`src/rtl/crc5_seq_ctrl.sv`:
```
// Round-robin sequencer for the shared bit-serial CRC5 engine: grants, seeds, shifts bytes, returns CRC.
// Optional CRC_CHK_EN adds i_exp_crc/o_crc_err for an in-line check of RX-owned frames.
module crc5_seq_ctrl #(
  parameter int unsigned         DATA_W    = 8,
  parameter int unsigned         CRC_W     = 5,
  parameter logic [CRC_W-1:0]    CRC_SEED  = 5'h1F,
  parameter bit                  MSB_FIRST = 1'b0
) (
  input  logic              i_sys_clk,
  input  logic              i_sys_rst,
  input  logic [1:0]        i_req,
  input  logic [1:0]        i_byte_vld,
  input  logic [1:0]        i_byte_last,
  input  logic [DATA_W-1:0] i_byte_data0,
  input  logic [DATA_W-1:0] i_byte_data1,
  output logic [1:0]        o_byte_rdy,
  output logic [1:0]        o_gnt,
  output logic              o_eng_init,
  output logic [CRC_W-1:0]  o_eng_seed,
  output logic              o_eng_shift,
  output logic              o_eng_bit,
  input  logic [CRC_W-1:0]  i_eng_crc,
`ifdef CRC_CHK_EN
  input  logic [CRC_W-1:0]  i_exp_crc,
  output logic              o_crc_err,
`endif
  output logic              o_crc_done,
  output logic [CRC_W-1:0]  o_crc_value,
  output logic              o_crc_owner
);

  localparam int unsigned CNT_W = (DATA_W > 1) ? $clog2(DATA_W) : 1;

  typedef enum logic [2:0] {
    S_IDLE, S_ARB, S_INIT, S_LOAD, S_SHIFT, S_WAIT, S_DONE
  } state_t;

  state_t              state_q, state_d;
  logic                owner_q;
  logic                last_ptr_q;
  logic [DATA_W-1:0]   data_q;
  logic                byte_last_q;
  logic [CNT_W-1:0]    cnt_q;
  logic [CRC_W-1:0]    crc_value_q;
  logic                crc_owner_q;

  logic                win;
  logic                owner_req;
  logic                accept;
  logic                final_bit;
  logic [CNT_W-1:0]    bit_idx;
  logic [DATA_W-1:0]   sel_data;
  logic                sel_last;

  // Tie goes to the requester that was not granted last.
  assign win       = (i_req == 2'b11) ? ~last_ptr_q : i_req[1];
  assign owner_req = i_req[owner_q];
  assign accept    = (state_q == S_LOAD) && owner_req && i_byte_vld[owner_q];
  assign final_bit = (cnt_q == CNT_W'(DATA_W - 1));
  assign bit_idx   = MSB_FIRST ? (CNT_W'(DATA_W - 1) - cnt_q) : cnt_q;
  assign sel_data  = owner_q ? i_byte_data1 : i_byte_data0;
  assign sel_last  = i_byte_last[owner_q];

  always_comb begin
    state_d     = state_q;
    o_byte_rdy  = 2'b00;
    o_gnt       = 2'b00;
    o_eng_init  = 1'b0;
    o_eng_shift = 1'b0;
    o_eng_bit   = 1'b0;
    o_crc_done  = 1'b0;
    if (state_q != S_IDLE) o_gnt = {owner_q, ~owner_q};
    case (state_q)
      S_IDLE: if (|i_req) state_d = S_ARB;
      S_ARB:  state_d = S_INIT;
      S_INIT: begin
        o_eng_init = 1'b1;
        state_d    = S_LOAD;
      end
      S_LOAD: begin
        if (owner_req) o_byte_rdy = {owner_q, ~owner_q};
        if (!owner_req)  state_d = S_IDLE;
        else if (accept) state_d = S_SHIFT;
      end
      S_SHIFT: begin
        o_eng_shift = 1'b1;
        o_eng_bit   = data_q[bit_idx];
        if (!owner_req)     state_d = S_IDLE;
        else if (final_bit) state_d = byte_last_q ? S_WAIT : S_LOAD;
      end
      S_WAIT: state_d = owner_req ? S_DONE : S_IDLE;
      S_DONE: begin
        o_crc_done = 1'b1;
        state_d    = S_IDLE;
      end
      default: state_d = S_IDLE;
    endcase
  end

  always_ff @(posedge i_sys_clk or posedge i_sys_rst) begin
    if (i_sys_rst) begin
      state_q     <= S_IDLE;
      owner_q     <= 1'b0;
      last_ptr_q  <= 1'b1;
      data_q      <= '0;
      byte_last_q <= 1'b0;
      cnt_q       <= '0;
      crc_value_q <= '0;
      crc_owner_q <= 1'b0;
    end else begin
      state_q <= state_d;
      if (state_q == S_IDLE && (|i_req)) owner_q <= win;
      if (state_q == S_ARB) last_ptr_q <= owner_q;
      if (accept) begin
        data_q      <= sel_data;
        byte_last_q <= sel_last;
        cnt_q       <= '0;
      end else if (state_q == S_SHIFT) begin
        cnt_q <= CNT_W'(cnt_q + 1'b1);
      end
      // Engine register is settled during WAIT; capture it so it is valid alongside done.
      if (state_q == S_WAIT && state_d == S_DONE) begin
        crc_value_q <= i_eng_crc;
        crc_owner_q <= owner_q;
      end
    end
  end

`ifdef CRC_CHK_EN
  logic crc_err_q;
  always_ff @(posedge i_sys_clk or posedge i_sys_rst) begin
    if (i_sys_rst) crc_err_q <= 1'b0;
    else           crc_err_q <= (state_q == S_WAIT) && (state_d == S_DONE) && owner_q &&
                                (i_eng_crc != i_exp_crc);
  end
  assign o_crc_err = crc_err_q;
`endif

  assign o_eng_seed  = CRC_SEED;
  assign o_crc_value = crc_value_q;
  assign o_crc_owner = crc_owner_q;

endmodule

```
`config.mk`:
```
export PLATFORM = sky130hd
export DESIGN_NAME = crc5_seq_ctrl
export DESIGN_NICKNAME = d
export VERILOG_FILES = /design/src/rtl/crc5_seq_ctrl.sv
export SDC_FILE = /design/constraint.sdc
export NUM_CORES = 1
export LEC_CHECK = 0
export BUFFER_PORTS_ARGS = -buffer_cell sky130_fd_sc_hd__buf_2
export CAP_MARGIN = 20
export CORE_MARGIN = 2
export CORE_UTILIZATION = 53
export DETAILED_ROUTE_END_ITERATION = 10
export HOLD_SLACK_MARGIN = 0.15
export PLACE_DENSITY = 0.84
export SKIP_CTS_REPAIR_TIMING = 1
export SYNTH_ARGS = -nofsm -noshare
export SYNTH_HDL_FRONTEND = slang
export SYNTH_SLANG_ARGS = --single-unit
```
`constraint.sdc`:
```
create_clock -name i_sys_clk -period 4.1 [get_ports i_sys_clk]
set_input_delay 0 -clock i_sys_clk [delete_from_list [all_inputs] [get_ports i_sys_clk]]
set_output_delay 0 -clock i_sys_clk [all_outputs]
set_load 0.05 [all_outputs]
```
# Word level (Yosys, flattened, before mapping)
# Cells that the tools add are included.
# op_classes
n_addsub	1
n_mul	0
div_mod_pow	0
n_lt_le_gt_ge	2
n_eq_ne	9
shifts	0
mux	27
bitwise_logic	2
n_reduce_logical	8
# op_table
op	count
$mux 3	9
$pmux 3 s6	1
$eq 3x3->1 const B	5
$mux 1	12
$mux 8	1
$eq 3x2->1 const B	2
$mux 2	3
$logic_and 1x1->1	4
$lt 3x4->1 const B	1
$add 3x1->3 const B	1
$bmux 1 s3	1
$eq 3x1->1 const B	1
$logic_not 3->1	1
$reduce_bool 3->1	1
$eq 2x2->1 const B	1
$lt 1x2->1 const B	1
$not 1->1	2
$reduce_bool 2->1	1
$reduce_or 2->1	1
# word_totals
ff_bits	23
latchBits	0
ram_bits	0
romBits	0
in_bits	29
output_inout_bits	19
elab_cells	57
n_memories	0

# Depth between registers and ports, before layout
# Gate-level depths: netlist (run 1).
# depth
depth_word	9
ltp_mapped	5

# Worst setup path before layout (run 1)
# Ideal clock, no wire load.
# synth_path
path_kind	register to output
start	register state_q[0]
end	output o_eng_bit
t_arrival_ps	2071
t_required_ps	4100
setup_slack_ps	2029
path_stages_with_launch	4
n_path_buf	1
path_cell_list	dfrtp_1 > clkbuf_1 > nor3b_2 > and4b_1
# synth_via
elab_chain_len	2
# synth_lines
item	line	rtl
from (decl)	38	state_t state_q, state_d;
from (signal assigned)	111	state_q <= state_d;
$eq 3x3->1	73	case (state_q)
$mux 1	73	
to (decl)	21	output logic o_eng_bit,
# Every way passes these cells.

# Worst setup path in the final report (run 1)
# layout_path
start	register owner_q
end	register data_q[4]
# layout_via
elab_chain_len	4
elab_cells_between_ends	7
classes_between	mux (5); reduce/logical (2)
# layout_lines
item	line	rtl
from (decl)	39	logic owner_q;
from (signal assigned)	112	if (state_q == S_IDLE && (|i_req)) owner_q <= win;
$mux 1 (implied by the code) (2 in series)	57	assign owner_req = i_req[owner_q];
$logic_and 1x1->1 (2 in series)	58	assign accept = (state_q == S_LOAD) && owner_req && i_byte_vld[owner_q];
to (signal assigned)	115	data_q <= sel_data;
to (decl)	41	logic [DATA_W-1:0] data_q;
# Several ways; a longest one is shown, not always the timed one. The select of a mux whose other input is x is not followed.
# A chain may end at the register's enable or synchronous reset.

==> impl_metrics.json, run 1 <==
{
  "sequential_fraction_of_the_synthesis_area": 0.418,
  "utilization_after_layout": 0.747,
  "skew_ns": 0.00831,
  "synth.area.top_cells": "dfrtp_1 (40%), mux2_4 (14%), mux2_2 (9.0%)",
  "globalRoute.totalOverflow": 0,
  "gr-max-usage-layer": "met2",
  "worst_reg2reg_setup_slack_ns": 1.85,
  "die_h_um": 55.0,
  "crit_end_category": "flip-flop",
  "antenna-diode-count": 0,
  "globalplace.congestion": 0.807,
  "cp_max_fo": 19,
  "route.detailed.vias_per_inst": 5.15,
  "drt-initial-drc-count": 7,
  "outcome": "complete, no violations",
  "synth_warnings": 0,
  "core.rowCount": 18,
  "grt_util_all_layers": 0.192,
  "leakage_nw": 0.889,
  "worstReg2RegEnd": "data_q[4]",
  "rsz0062_at_grt": "false",
  "postRouteWirelength_um": 2970,
  "period_needed_ns": 2.25,
  "cts_root_buf": "clkbuf_4",
  "fillers": 181,
  "whs_endpoint": "state_q[2]",
  "yosysUniqueCellTypes": 33,
  "start_kind": "flip-flop",
  "hold_viol": 0,
  "route.vias.total": 1060,
  "first_global_vias": 940,
  "drt.antenna.violating_nets": 0,
  "timing.setup.tns_ns": 0,
  "groute.layer.met1.usage": 0.232,
  "initial_core_util": 0.557,
  "stdcell_count": 206,
  "p_per_area_nw_per_um2": 669,
  "rr_worst_depth": 3,
  "number_of_antenna_violations_at_the_first_check_in_global_routing": 0,
  "coreArea_um2": 2480,
  "cts_tree": "yes",
  "placed_cell_area_um2": 1550,
  "synthesis.area_per_instance_um2": 12.4,
  "synth_top_area_share": 0.399,
  "achievable-frequency_mhz": 444,
  "yosys.area.top_type": "dfrtp_1",
  "dr_drc_count": 0,
  "max-cap-violations": 0,
  "setup_violation_total_in_the_final_timing_report": 0,
  "met2_grt_util": 0.339,
  "place_inst": 175,
  "vdd_drop_max_mv": 0.572,
  "number_of_input_and_output_port_buffers_inserted": 42,
  "design_area_um2": 1850,
  "clock_latency_ns": 0.32,
  "detailed_place_hpwl_um": 2010,
  "wire_length_per_cell_um": 14.4,
  "synthesis.instances": 111,
  "max_slew_margin": 0.424,
  "die_w_um": 55.0,
  "min-delay-path-class": "input port to flip-flop",
  "period_utilization": 0.549,
  "cts_num_sinks": 23,
  "grt_start_max_net_pins": 24,
  "min-delay-start": "i_byte_vld[1]",
  "design.die.area_um2": 3030,
  "layout-drive-gt1-share": 0.438,
  "drt-pass1-iter-count": 4,
  "worst-slew-pin-transition_ns": 0.862,
  "h-tree-depth": 1,
  "tritoncts.num_buffers": 3,
  "whs_path_depth": 4,
  "layout.nets": 208,
  "r2r_start": "owner_q",
  "grt_pass1_wl_um": 4130,
  "worstPathArrival_ns": 2.46,
  "cts.path.max_buffers": 2,
  "synth-seq-cells": 23,
  "mappedNetlistArea_um2": 1380,
  "worstPathRequired_ns": 4.31,
  "crit_type": "flip-flop to flip-flop",
  "globalRouteMet3Util": 0.0565,
  "areaGrowthSynthToFinish_pct": 34.2,
  "top_level_ports": 48,
  "clk_pin_slew_ns": 0.13,
  "finalMaxSlewViolations": 0
}
cells in the final DEF (no fill, tap or decap), types with 2 or more instances in the layout:
cell type	Yosys	routed
a32oi_1	2	2
buf_2	2	42
clkbuf_4	0	3
conb_1	1	5
dfrtp_1	22	22
dlygate4sd3_1	0	27
ha_1	2	2
inv_1	3	3
mux2_2	11	11
mux2_4	13	13
mux2i_1	6	6
mux2i_2	2	2
nand2_1	4	4
nand3b_1	2	2
nor2_1	8	8
nor2b_1	4	4
nor3_1	2	2
nor3b_1	3	3
cells in the mapped netlist (all sizes together):
library cell and n:
a32o 1, clkbuf 2, or3b 1, conb 1
nand3 1, nand3b 2, dfrtp 22, dfstp 1
a2bb2oi 1, o21ai 1, xnor2 1, a311oi 1
nor2 8, and4b 1, ha 2, nor2b 4
mux4 1, nor3 3, inv 3, nand2 4
and3 1, mux2i 8, buf 10, a32oi 2
nor3b 4, mux2 24, o32ai 1
critical path: stages, from the launching register on:
cell	delay, ns
dfrtp_1	0.87
mux2i_2	0.23
nor3_4	0.63
mux2_2	0.41
flip-flops by register name (all words and copies together) (netlist names):
register	cells
o_crc_owner	1
state_q	3
o_crc_value	5
byte_last_q	1
last_ptr_q	1
bit_idx	3
owner_q	1
data_q	8
how the worst max path moves through the flow:
| stage | slack (ns) | cells past startpoint | to | start |
|---|---|---|---|---|
| CTS | 1.83 | 3 | data_q[5] | owner_q |
| global placement | 1.95 | 3 | data_q[5] | owner_q |
| global route | 1.72 | 3 | data_q[5] | owner_q |
| floorplan | 2.03 | 3 | o_eng_bit | state_q[0] |
| detailed placement | 1.85 | 3 | data_q[5] | owner_q |
| finish | 1.85 | 3 | data_q[4] | owner_q |
cell families (layout without fill, tap and decap cells):
family	after synthesis	count (layout)	share of synthesized area
multiplexers	33	33	0.311
AND/OR/NAND/NOR	29	29	0.128
flip-flops	23	23	0.418
buffers and inverters	15	76	0.0726
AO/OA/AOI/OAI	7	7	0.0427
adder cells (fa/ha/maj)	2	2	0.0181
other	1	5	0.00272
XOR/XNOR	1	1	0.00635
through the flow:
step | hold slack, ns | total power [mW] | setup slack [ns]
6_report | 0.193 | 1.24 | 1.85
5_1_grt | 0.197 | 1.32 | 1.72
4_1_cts | -0.137 | 1.18 | 1.83
3_5_place_dp | 0.224 | 1.07 | 1.85
3_3_place_gp | 0.204 | 1.04 | 1.95
2_1_floorplan | 0.00118 | 0.964 | 2.03
cell type report:
type | instances | area (µm²) | area share
clock buffer | 3 | 22.5 | 0.0122
tap | 30 | 37.5 | 0.0203
inverter | 3 | 11.3 | 0.00609
timing repair buffer | 69 | 480 | 0.260
multi-input combinational | 77 | 717 | 0.387
clock inverter | 1 | 5.00 | 0.00270
sequential | 23 | 577 | 0.312
routing by layer:
metal	up-vias	part of all wire
met4	0	0.0020
li1	515	-
met3	2	0.062
met2	44	0.49
met5	-	0
met1	499	0.44
report_power, final:
part,internal (mW),switching (mW)
Combinational,0.328,0.345
Sequential,0.330,0.128
Clock,0.0365,0.0702
(Power assumes the default switching activity.)
==> run 2, diff against run 1 <==
CORE_UTILIZATION = 44   (was 53)
PLACE_DENSITY = 0.75   (was 0.84)
clock period = 1.9 ns   (was 4.1 ns; I/O delays follow)
==> run 2 against run 1 <==
  * Total power grew 120%
  * First-iteration DRC count grew to 3.7 times the previous value
  * Setup slack lost 1.7 ns
  * Largest cell class unchanged
  * Cell count grew 9.2%
  * Sequential power grew 100%
  * Largest power group unchanged
  * Critical path type is now flip-flop to output port
  * Global-route usage shrank 2.4 points
==> impl_metrics.json, run 2 (synthesized netlist as in run 1, its figures left out) <==
{
  "worstPathRequired_ns": 1.90,
  "whs_path_depth": 4,
  "postRouteWirelength_um": 3180,
  "wire_length_per_cell_um": 14.2,
  "globalRoute.totalOverflow": 0,
  "achievable-frequency_mhz": 566,
  "cp_max_fo": 4,
  "layout-drive-gt1-share": 0.470,
  "leakage_nw": 0.916,
  "critical_path.n_buffers_inverters": 1,
  "max_slew_margin": 0.431,
  "start_kind": "flip-flop",
  "h-tree-depth": 1,
  "layout.nets": 213,
  "period_utilization": 0.930,
  "mostFrequentLayoutCell": "buf_2",
  "route.detailed.vias_per_inst": 4.84,
  "min-delay-path-class": "input port to flip-flop",
  "max-cap-violations": 0,
  "core.rowCount": 20,
  "layout_setup_ws_ns": 0.133,
  "dr_drc_count": 0,
  "grt_start_max_net_pins": 24,
  "route.vias.total": 1090,
  "registers.top_by_ff_count": "data_q",
  "worstSetupPathDepth": 4,
  "p_per_area_nw_per_um2": 1400,
  "drt-initial-drc-count": 26,
  "detailed_place_hpwl_um": 2040,
  "top_library_cells_by_usage_in_the_layout_fill_and_taps_aside": "buf_2 (42), dlygate4sd3_1 (26), dfrtp_1 (21), mux2_4 (13), mux2_2 (11)",
  "totalPowerFinal_mw": 2.68,
  "areaGrowthSynthToFinish_pct": 38.5,
  "skew_ns": 0.00113,
  "cts_tree": "yes",
  "setup_violation_total_in_the_final_timing_report": 0,
  "grt_pass1_wl_um": 4400,
  "rsz0062_at_grt": "false",
  "design_area_um2": 1910,
  "coreArea_um2": 3030,
  "first_global_vias": 972,
  "period_needed_ns": 1.77,
  "top_level_ports": 48,
  "die_w_um": 60.0,
  "globalplace.congestion": 0.888,
  "largest_reg_flops": 8,
  "tritoncts.num_buffers": 3,
  "placed_cell_area_um2": 1610,
  "die_h_um": 60.0,
  "initial_core_util": 0.455,
  "cts_root_buf": "clkbuf_4",
  "hold_viol": 0,
  "highest_delay_cell_along_the_critical_path": "mux4_2",
  "number_of_input_and_output_port_buffers_inserted": 42,
  "place_worst_setup_slack_ns": 0.228,
  "drt.antenna.violating_nets": 0,
  "cts_num_sinks": 23,
  "number_of_antenna_violations_at_the_first_check_in_global_routing": 0,
  "worst-slew-pin-transition_ns": 0.853,
  "worstPathArrival_ns": 1.77,
  "grt_util_all_layers": 0.168,
  "cts.path.max_buffers": 2,
  "critical-path-max-stage-delay_ns": 0.50,
  "outcome": "complete, no violations",
  "crit_type": "flip-flop to output port",
  "critPathTopFamily": "multiplexers",
  "finalMaxSlewViolations": 0,
  "rr_worst_depth": 4,
  "timing.setup.tns_ns": 0,
  "crit_chain": "mux4_2 -> nor2_1 -> and4b_1 -> buf_2",
  "crit_end_category": "output port",
  "design.die.area_um2": 3600,
  "antenna-diode-count": 0,
  "drt-pass1-iter-count": 4,
  "vdd_drop_max_mv": 0.691,
  "clock_latency_ns": 0.32,
  "clk_pin_slew_ns": 0.13
}
run 2: cell types whose count changed in the layout (fill, tap and decap cells not counted):
cell           before  now
dfrtp_1            22   21
dfrtp_2             0    1
dlygate4sd3_1      27   26
nor3b_1             3    2
buf_4               0    6
nor3b_2             1    2
run 2: area by class of cell:
class / count / area, µm²
sequential: 23 / 578
fill: 230 / 1120
clock inverter: 1 / 5.00
multi-input combinational: 77 / 722
timing repair buffer: 74 / 515
inverter: 3 / 11.3
clock buffer: 3 / 22.5
tap: 44 / 55.1
run 2: through the flow:
step                       util  cells  hold WS, ns
after floorplan               -    115      0.00118
after global placement    0.533    194        0.217
after detailed placement  0.533    194        0.219
after CTS                 0.542    198       -0.145
after global routing      0.631    225        0.179
final                     0.631    225        0.178
run 2: power by group:
group	switching (mW)	total, mW	leakage (nW)	internal (mW)
logic	0.827	1.51	0.613	0.687
clock network	0.157	0.236	0.0177	0.0789
registers	0.212	0.927	0.285	0.715
run 2: worst reg2reg max path, delay by kind of cell, from the launching register on:
kind                   cells  cell delay, ns
AND/OR/NAND/NOR            2            0.50
buffers and inverters      1            0.23
multiplexers               1            0.35
flip-flops                 1            0.56
run 2: path summary, 6_finish.rpt:
| kind | startpoint | endpoint | slack, ns |
|---|---|---|---|
| hold / removal | i_byte_vld[1] | state_q[2] | 0.18 |
| min in group asynchronous | i_sys_rst | data_q[6] | 0.37 |
| hold reg to reg | o_crc_value[1] | o_crc_value[1] | 0.52 |
| setup reg to reg | state_q[1] | data_q[5] | 0.17 |
| max in group asynchronous | i_sys_rst | bit_idx[1] | 0.95 |
| setup / recovery | bit_idx[1] | o_eng_bit | 0.13 |
run 2: layer usage:
metal,vias up,part of all wire,global-route usage
met4,0,0.0066,0.0794
met3,2,0.054,0.0498
met5,-,0,0
li1,521,-,-
met1,524,0.42,0.203
met2,43,0.52,0.275
==> run 3, diff against run 2 <==
clock period = 1.5 ns   (was 1.9 ns; I/O delays follow)
==> run 3 against run 2 <==
  * The run now ends with negative setup slack left
  * Flip-flop and latch count unchanged
  * Clock power increased by 22%
  * Sequential share of layout area decreased by 3.8 points
  * Global-route usage increased by 0.84 points
  * Critical path type unchanged
  * Largest cell class unchanged
==> impl_metrics.json, run 3 (synthesized netlist as in run 1, its figures left out) <==
{
  "max_slew_margin": 0.649,
  "top_library_cells_by_usage_in_the_layout_fill_and_taps_aside": "buf_2 (36), dlygate4sd3_1 (26), dfrtp_1 (19), mux2_4 (15), buf_4 (15)",
  "setup_violation_total_in_the_final_timing_report": 4,
  "dr_drc_count": 0,
  "grt_util_all_layers": 0.177,
  "cts_num_sinks": 23,
  "globalRoute.totalOverflow": 0,
  "die_w_um": 60.0,
  "drt-initial-drc-count": 19,
  "initial_core_util": 0.455,
  "first_global_vias": 1093,
  "min-delay-path-class": "input port to asynchronous set/reset pin",
  "cp_max_fo": 3,
  "layout.nets": 232,
  "worstPathArrival_ns": 1.78,
  "mostFrequentLayoutCell": "buf_2",
  "h-tree-depth": 1,
  "design.die.area_um2": 3600,
  "finalMaxSlewViolations": 0,
  "outcome": "complete, but fails checks",
  "achievable-frequency_mhz": 563,
  "core.rowCount": 20,
  "drt-pass1-iter-count": 4,
  "detailed_place_hpwl_um": 2380,
  "cts.path.max_buffers": 2,
  "timing.hold.ws_ns": 0.255,
  "registers.top_by_ff_count": "data_q",
  "p_per_area_nw_per_um2": 1820,
  "layout-drive-gt1-share": 0.560,
  "globalplace.congestion": 0.808,
  "top_level_ports": 48,
  "wire_length_per_cell_um": 14.5,
  "number_of_antenna_violations_at_the_first_check_in_global_routing": 0,
  "rsz0062_at_grt": "true",
  "layout_setup_ws_ns": -0.276,
  "route.detailed.vias_per_inst": 4.86,
  "postRouteWirelength_um": 3540,
  "coreArea_um2": 3030,
  "die_h_um": 60.0,
  "crit_type": "flip-flop to output port",
  "worst-slew-pin-transition_ns": 0.526,
  "place_inst": 210,
  "violations": "negative setup slack",
  "tritoncts.num_buffers": 3,
  "skew_ns": 0.000823,
  "period_needed_ns": 1.78,
  "grt_start_max_net_pins": 14,
  "stdcell_count": 244,
  "clock_latency_ns": 0.30,
  "cts_root_buf": "clkbuf_4",
  "start_kind": "flip-flop",
  "leakage_nw": 1.05,
  "vdd_drop_max_mv": 0.914,
  "areaGrowthSynthToFinish_pct": 59.1,
  "period_utilization": 1.18,
  "crit_end_category": "output port",
  "clk_pin_slew_ns": 0.13,
  "cts_tree": "yes",
  "antenna-diode-count": 0,
  "hold_viol": 0,
  "drt.antenna.violating_nets": 0,
  "max-cap-violations": 0,
  "largest_reg_flops": 8,
  "grt_pass1_wl_um": 4730,
  "number_of_input_and_output_port_buffers_inserted": 42,
  "route.vias.total": 1187,
  "worstPathRequired_ns": 1.50
}
-- run 3: cell types whose count changed in the layout (fill, tap and decap cells not counted), sizes merged --
cell | before | now
buf | 48 | 67
-- run 3: layout make-up --
cell class                      count  area [µm²]
Sequential cell                    23         581
Multi-Input combinational cell     77         764
Clock inverter                      1        5.00
Clock buffer                        3        22.5
Timing Repair Buffer               93         754
Inverter                            3        11.3
Tap cell                           44        55.1
Fill cell                         203         835
-- run 3: per-layer routing --
metal	vias to the layer above	wire, µm	GRT usage
met2	41	1930	0.349
met5	-	0	0
met3	8	166	0.0346
met1	571	1380	0.198
met4	0	59	0.0190
li1	567	-	-
-- run 3: critical path: stages, from the launching register on --
cell and delay [ns]:
dfrtp_1 0.41, buf_4 0.14, mux4_2 0.49, nor2_1 0.09, and4b_1 0.20, buf_6 0.15
-- run 3: worst paths after layout --
kind                                startpoint        endpoint  slack, ns  cells past startpoint
worst min register to register  o_crc_value[0]  o_crc_value[0]       0.53                      1
worst max register to register      bit_idx[1]      state_q[2]          0                      5
min in group i_sys_clk           i_byte_vld[1]      state_q[2]       0.26                      5
worst min-delay path                 i_sys_rst  o_crc_value[4]       0.26                      3
worst max-delay path                bit_idx[1]       o_eng_bit      -0.28                      5
max in group asynchronous            i_sys_rst      last_ptr_q       0.61                      4
-- run 3: stage by stage --
step                      TNS [ns]  setup slack, ns  utilization  area [µm²]  total power [mW]
after CTS                    -1.95           -0.327        0.591        1790              3.57
after global routing         -1.01           -0.364        0.724        2190              4.23
after detailed placement    -0.635          -0.0625        0.582        1760              3.29
final                       -0.367           -0.276        0.724        2190              3.99
after floorplan             -0.888           -0.240            -        1440              2.74
after global placement     -0.0758          -0.0139        0.582        1760              3.19
-- run 3: report_power, final --
| part | leakage (nW) | internal, mW | switching [mW] |
|---|---|---|---|
| Sequential | 0.283 | 0.914 | 0.231 |
| Clock | 0.0177 | 0.0994 | 0.188 |
| Combinational | 0.748 | 1.31 | 1.25 |
| Total | 1.05 | 2.32 | 1.67 |
